## config.mk

```make
export PLATFORM = sky130hd
export DESIGN_NAME = branch_predictor
export DESIGN_NICKNAME = d
export VERILOG_FILES = /design/src/rtl/branch_predictor.sv
export SDC_FILE = /design/constraint.sdc
export NUM_CORES = 2
export LEC_CHECK = 0
export ABC_CLOCK_PERIOD_IN_PS = 13400
export CAP_MARGIN = 25
export CORE_MARGIN = 1.5
export CORE_UTILIZATION = 50
export DETAILED_ROUTE_END_ITERATION = 8
export GPL_ROUTABILITY_DRIVEN = 0
export GPL_TIMING_DRIVEN = 1
export PLACE_DENSITY_LB_ADDON = 0.08
export SLEW_MARGIN = 10
export SYNTH_ARGS = -nofsm -noshare
export SYNTH_HDL_FRONTEND = slang
export SYNTH_SLANG_ARGS = --single-unit
```

## constraint.sdc

```tcl
create_clock -name clk -period 13.4 [get_ports clk]
set_input_delay 3.35 -clock clk [delete_from_list [all_inputs] [get_ports clk]]
set_output_delay 3.35 -clock clk [all_outputs]
set_load 0.02 [all_outputs]
```

## src/rtl/branch_predictor.sv

```systemverilog
// Fetch-stage branch predictor: direct-mapped BTB with 2-bit saturating counters,
// trained from the EX-stage resolved outcome; also raises flush/redirect on mispredict.
module branch_predictor #(
  parameter int ENTRIES = 64,
  parameter int XLEN    = 32
) (
  input  logic            clk,
  input  logic            rst_n,
  input  logic [XLEN-1:0] pc_f,
  output logic            pred_taken_f,
  output logic [XLEN-1:0] pred_pc_f,
  input  logic            ex_valid,
  input  logic            ex_is_branch,
  input  logic [XLEN-1:0] ex_pc,
  input  logic            ex_br_taken,
  input  logic [XLEN-1:0] ex_target,
  input  logic            ex_pred_taken,
  input  logic [XLEN-1:0] ex_pred_pc,
  output logic            flush,
  output logic [XLEN-1:0] redirect_pc,
  output logic [31:0]     br_count,
  output logic [31:0]     mispred_count
);

  localparam int IDX = $clog2(ENTRIES);
  localparam int TW  = XLEN - IDX - 2;

  logic [ENTRIES-1:0] valid;
  logic [1:0]         ctr     [ENTRIES];
  logic [TW-1:0]      tag_mem [ENTRIES];
  logic [XLEN-1:0]    tgt_mem [ENTRIES];

  logic [IDX-1:0] idx_f, idx_ex;
  logic [TW-1:0]  tag_f, tag_ex;
  logic           hit_f, hit_ex;
  logic           upd, mispredict;

  assign idx_f  = pc_f[IDX+1:2];
  assign tag_f  = pc_f[XLEN-1:IDX+2];
  assign idx_ex = ex_pc[IDX+1:2];
  assign tag_ex = ex_pc[XLEN-1:IDX+2];

  // Lookup reads pre-update contents; valid clears asynchronously so reset forces a miss.
  assign hit_f        = valid[idx_f] && (tag_mem[idx_f] == tag_f);
  assign pred_taken_f = hit_f && ctr[idx_f][1];
  assign pred_pc_f    = pred_taken_f ? tgt_mem[idx_f] : pc_f + XLEN'(4);

  assign hit_ex     = valid[idx_ex] && (tag_mem[idx_ex] == tag_ex);
  assign upd        = ex_valid && ex_is_branch;
  assign mispredict = (ex_br_taken != ex_pred_taken) ||
                      (ex_br_taken && (ex_pred_pc != ex_target));

  assign flush = rst_n && upd && mispredict;

  always_comb begin
    redirect_pc = ex_pc + XLEN'(4);
    if (!rst_n)
      redirect_pc = '0;
    else if (flush && ex_br_taken)
      redirect_pc = ex_target;
  end

  always_ff @(posedge clk or negedge rst_n) begin
    if (!rst_n) begin
      valid         <= '0;
      br_count      <= '0;
      mispred_count <= '0;
      for (int i = 0; i < ENTRIES; i++)
        ctr[i] <= 2'b01;
    end else if (upd) begin
      br_count <= br_count + 32'd1;
      if (mispredict)
        mispred_count <= mispred_count + 32'd1;
      if (ex_br_taken) begin
        valid[idx_ex] <= 1'b1;
        if (!hit_ex)
          ctr[idx_ex] <= 2'b10;
        else if (ctr[idx_ex] != 2'b11)
          ctr[idx_ex] <= ctr[idx_ex] + 2'd1;
      end else if (hit_ex && (ctr[idx_ex] != 2'b00)) begin
        ctr[idx_ex] <= ctr[idx_ex] - 2'd1;
      end
    end
  end

  // Tag/target need no reset: they are only observed behind a set valid bit.
  always_ff @(posedge clk) begin
    if (rst_n && upd && ex_br_taken) begin
      tag_mem[idx_ex] <= tag_ex;
      tgt_mem[idx_ex] <= ex_target;
    end
  end

endmodule

```

### Word level (Yosys, flattened, before mapping)

Memories as Yosys holds them, arrays and structs flattened.
Cells that the tools add are included.

| storage, ports and cells | value |
|---|---|
| flip-flop bits (word level) | 256 |
| bits in writable memories | 3,584 |
| input bits | 134 |
| output and inout bits | 130 |
| logic and storage cells | 136 |
| memories | 2 |

| operators by class | value |
|---|---|
| add/subtract/negate cells | 6 |
| $lt $le $gt $ge | 6 |
| eq/ne operators | 6 |
| multiplexer cells | 25 |
| bitwise gates (word level) | 6 |
| reduce and logical (&&, ||, !) cells | 18 |

Memories:

| memory | words | bits a word | read ports | clocked after Yosys merged registers in | wr ports | line | text |
|---|---|---|---|---|---|---|---|
| tgt_mem | 64 | 32 | 1 | 0 | 1 | 31 | `logic [XLEN-1:0] tgt_mem [ENTRIES];` |
| tag_mem | 64 | 24 | 2 | 0 | 1 | 30 | `logic [TW-1:0] tag_mem [ENTRIES];` |

Operators with widths:

| operator | count |
|---|---|
| 2-to-1 mux 128 bit | 4 |
| bitwise mux 128 bit | 2 |
| OR 64 bit | 2 |
| 2-to-1 mux 32 bit | 3 |
| adder 32 x 1 -> 32 bit (second input constant) | 2 |
| adder 32 x 3 -> 32 bit (second input constant) | 2 |
| bitwise AND 64 bit | 1 |
| inverter 64 bit | 1 |
| equality test 24 bit | 2 |
| inequality test 32 bit | 1 |
| binary-select mux 2 bit (select 6 bit) | 2 |
| greater-or-equal comparator 7 bit (second input constant) | 2 |
| less-than comparator 6 x 7 -> 1 bit (second input constant) | 2 |
| inverter 6 -> 7 bit | 2 |
| binary-select mux 1 bit (select 6 bit) | 2 |
| demux 2 bit (select 6 bit) | 1 |
| logical AND 1 bit | 12 |
| 2-to-1 mux 2 bit | 5 |
| less-than comparator 7 x 1 -> 1 bit (second input constant) | 1 |
| demux 1 bit (select 6 bit) | 1 |
| greater-or-equal comparator 6 x 1 -> 1 bit (second input constant) | 1 |
| 2-to-1 mux 1 bit | 5 |
| AND reduction 2 bit | 2 |
| nonzero test 2 bit | 2 |
| other kinds (7) | 7 |

### Depth between registers and ports, before layout

| logic depth | value |
|---|---|
| depth after elaboration | 9 |
| depth in mapped cells | 25 |
| gate-level depth less buffers | 16 |

### Worst setup path after synthesis

No wires, ideal clock.

| timing | value |
|---|---|
| path kind | input to output |
| start | in pc_f[2] |
| end | out pred_pc_f[1] |
| data arrival time | 7,322 ps |
| data required time | 10,050 ps |
| path slack | 2,728 ps |
| stages | 15 |
| buffers on the path | 10 |
| cells stage by stage | buf_2 > buf_4 > buf_2 > buf_2 > buf_2 > buf_4 > buf_2 > buf_4 > buf_2 > buf_2 > mux4_2 > mux4_2 > mux2i_1 > o21ai_0 > mux2_2 |

| on the way | value |
|---|---|
| word-level cells in the longest chain between the ends | 6 |
| elaborated cells between the ends (all ways) | 12 |
| classes of those cells | 1 x eq/ne; 6 x mux; 1 x bitwise; 2 x reduce/logical; 2 x memory |

Ends and longest elaborated chain:

| what | line | text |
|---|---|---|
| from (decl) | 9 | `input logic [XLEN-1:0] pc_f,` |
| parallel branches: the longest is 5 deep, another holds memory read (64 x 24 bit) | n/a |  |
| 2-to-1 mux 32 bit * | 46 | `assign pred_pc_f = pred_taken_f ? tgt_mem[idx_f] : pc_f + XLEN'(4);` |
| to (decl) | 11 | `output logic [XLEN-1:0] pred_pc_f,` |

Mark *: on every way between the ends. The select of a mux whose other input is x is not followed.

### Final worst setup path

| timing | value |
|---|---|
| start | in pc_f[2] |
| end | out pred_pc_f[16] |

Same word-level chain as after synthesis.

==> flow_metrics.py <==
metrics = {
    "timing": {
        "fin_crit_ns": 12.47,
        "final_hold_viol_count": 0,
        "final_max_slew_viol_count": 0,
        "rsz0062_at_grt": "no",
        "fin_crit_sh_pct": 93.1,
        "fin_skew_ns": 0.0430,
        "setup_viol_count_final": 0,
        "whs_ns": 0.467,
        "tns_ns": 0,
        "max_freq_mhz": 80.2,
        "relSlewSlack_pct": 7.77,
        "worstMarginPinSlew_ns": 1.38,
    },
    "synthesis": {
        "synth-edff-count": 3584,
        "synth-seq-area-share_pct": 69.4,
        "synthFlopType": "edfxtp_1",
        "ys_types": 80,
        "synth_nets": 8482,
        "synth_fa_ha_area_share_pct": 0.0457,
        "synthXorXnorAreaFrac_pct": 1.01,
        "netlist_instances": 8342,
        "synth_top_family_by_area": "multiplexers",
        "avgSynthCellArea_um2": 19.7,
        "post-synth-top-count-cell": "edfxtp_1",
        "synth_top_area_share_pct": 65.5,
        "yosys.area.top_type": "edfxtp_1",
        "synth_compound_area_share_pct": 4.15,
        "ys_warn_count": 0,
        "ys_top_cells_by_area": "edfxtp_1 (65%), mux4_2 (18%), dfrtp_1 (2.9%)",
        "yosys.area_share.simple_pct": 2.44,
        "muxShareOfSynthArea_pct": 21.2,
        "syn_area_um2": 164000,
        "ys_ff_latch": 3840,
        "synthArstFlopShare_pct": 6.67,
        "yosys-top-cells-count": "edfxtp_1 (3584), mux4_2 (1316), mux2i_1 (371)",
    },
    "clock_network": {
        "cts_max_path_buffers": 4,
        "clockRootBuffer": "clkbuf_16",
        "post_cts_resized": 0,
        "clk_pin_slew_ns": 0.06,
        "cts_sinks": 3840,
        "insertion_delay_ns": 1.00,
        "cts_tree": "built",
        "cts_buffers": 404,
        "hold_buffers": 0,
        "cts.htree.levels": 5,
        "cts_setup_buffers": 0,
    },
    "die": {
        "core_um2": 327000,
        "fp.dieArea_um2": 332000,
        "core.rowCount": 210,
        "ios": 264,
        "die_w_um": 576,
        "initial_core_util_pct": 50.3,
        "fp.dieH_um": 576,
    },
    "global_route": {
        "grt_usage_pct": 36.9,
        "grt_pass1_vias": 94100,
        "grt_max_degree": 145,
        "grt_pass1_wl_um": 822000,
        "grt_overflow": 0,
        "antenna_found_initial": 51,
    },
    "routing": {
        "drt-initial-drc-count": 17300,
        "detail-route-antenna-nets": 0,
        "vias": 98200,
        "met2_length_um": 277000,
        "dr.pass1.iters": 6,
        "maxUsedRoutingLayer": "met5",
        "met3WireLength_um": 75900,
        "detail_route.wl_per_cell_um": 45.5,
        "vias_per_cell": 7.25,
        "route.detailed.drc": 0,
        "wl_met1_um": 222000,
        "wirelength_um": 615000,
    },
    "finish": {
        "nets": 8946,
        "layout-drive-gt1-share_pct": 29.4,
        "final_cells": 13500,
        "area_delta_synth_final_pct": 14.0,
        "utilization_pct": 57.3,
    },
    "hold_path": {
        "whs_endpoint": "ctr[94]$_DFFE_PN1P_",
        "hold_class": "reg2reg",
        "hold-path-cell-count": 2,
        "worstHoldStart": "ctr[94]$_DFFE_PN1P_",
    },
    "worst_setup_path": {
        "slowest_delay_ns": 0.55,
        "cp-end-kind": "primary output",
        "cpMostUsedCell": "mux4_2",
        "rrSetupSlack_ns": 7.88,
        "cp.required_ns": 10.05,
        "r2r_end": "ctr[1]$_DFFE_PN0P_",
        "cp_slowest_cell": "clkdlybuf4s50_1",
        "crit_chain": "buf_16 -> buf_12 -> buf_4 -> mux4_2 -> mux4_2 -> mux4_2 -> xnor2_1 -> nand4_1 -> nor4_4 -> buf_12 -> mux2_2 -> clkdlybuf4s50_1",
        "worst-path-max-fanout": 99,
        "worstRegToRegCells": 12,
        "r2r_start": "tag_mem[31][16]$_DFFE_PP_",
        "cp-start-kind": "input port",
        "worstPathArrival_ns": 9.12,
        "crit_type": "in2out",
    },
    "power": {
        "leakagePower_nw": 61.6,
        "sequentialPowerShare_pct": 49.9,
        "swShare_pct": 22.9,
        "pwr-share-comb_pct": 7.3,
        "ir_drop_mv": 0.127,
        "fin_total_pwr_mw": 26.6,
        "intPower_mw": 20.5,
        "p_switching_mw": 6.09,
        "p_per_area_nw_per_um2": 142,
        "clkPwrFrac_pct": 42.9,
    },
    "outcome": {
        "status": "finished clean",
    },
    "placed_design": {
        "place_hpwl_um": 344000,
        "io_buffer_count": 263,
        "placedCellCount": 12700,
    },
    "job": {
        "cap_viol_max_count": 0,
    },
}
worst max path at each step:
stage,startpoint,end,slack [ns],depth (start not counted)
floorplan,pc_f[2],pred_pc_f[1],2.73,15
global placement,ex_br_taken,redirect_pc[7],-0.09,9
global route,pc_f[2],pred_pc_f[16],0.91,12
CTS,pc_f[2],pred_pc_f[16],1.19,12
detailed placement,pc_f[2],pred_pc_f[16],1.24,12
finish,pc_f[2],pred_pc_f[16],0.93,12
final cells by class:
cell class                      instances  area [um2]
Fill cell                           24300      140000
Clock buffer                          496       10800
Tap cell                             4346        5440
Timing Repair Buffer                  644        5980
Sequential cell                      3840      114000
Antenna cell                           47         118
Clock inverter                        249        2470
Multi-Input combinational cell       3835       48100
Inverter                               81         309
layout by cell type, fill, tap and decap left out, drive strengths merged, types with 34 or more instances in the layout:
cell type	netlist	layout
edfxtp	3584	3584
mux4	1316	1316
clkbuf	267	497
buf	319	464
mux2i	371	371
nand2	314	314
o21ai	236	236
dfrtp	192	192
clkdlybuf4s50	0	179
clkinv	0	171
nor2	166	166
mux2	130	130
a22oi	128	128
xnor2	116	116
a21oi	102	102
a221oi	99	99
inv	81	97
o22ai	94	94
nand3	93	93
o21bai	82	82
xor2	73	73
dfstp	64	64
diode	0	47
nand4	46	46
a21o	46	46
bufinv	0	44
and3	35	35
a221o	34	34
layer usage:
metal,vias to the layer above,GRT usage (%)
li1,36200,-
met5,-,0
met2,7959,55.0
met1,52300,49.7
met4,20,21.0
met3,1677,9.45
kinds of logic (layout without fill, tap and decap cells):
kind of cell,after synthesis,count (layout)
AOI/OAI and AO/OA,993,993
buffers and inverters,667,1470
xor gates and xnor gates,189,189
DFF,3840,3840
muxes,1817,1817
adders and majority gates,6,6
other,0,47
and+or+nand+nor,830,830
metrics by stage:
| stage | instance area (um2) | setup slack, ns |
|---|---|---|
| floorplan | 164000 | 2.73 |
| global placement | 174000 | -0.0878 |
| detailed placement | 174000 | 1.24 |
| CTS | 187000 | 1.19 |
| global route | 187000 | 0.911 |
| finish | 187000 | 0.925 |
power groups by stage:
stage / combinational [mW] / sequential, mW / clock, mW
after floorplan: 1.02 / 13.5 / 0
after global placement: 1.87 / 13.5 / 0
after detailed placement: 1.89 / 13.5 / 0
after CTS: 1.90 / 13.3 / 11.5
after global routing: 1.98 / 13.3 / 11.9
final: 1.93 / 13.3 / 11.4
worst max-delay path, delay by kind of cell:
family                 cells  cell delay (ns)
multiplexers               4             1.90
XOR/XNOR                   1             0.50
AND/OR/NAND/NOR            2             0.81
buffers and inverters      5             1.83
sequential cells by signal (all words and copies together), names as in the netlist:
register       cells
tag_mem         1536
br_count          32
mispred_count     32
ctr              128
valid             64
tgt_mem         2048
(Power assumes the default switching activity.)
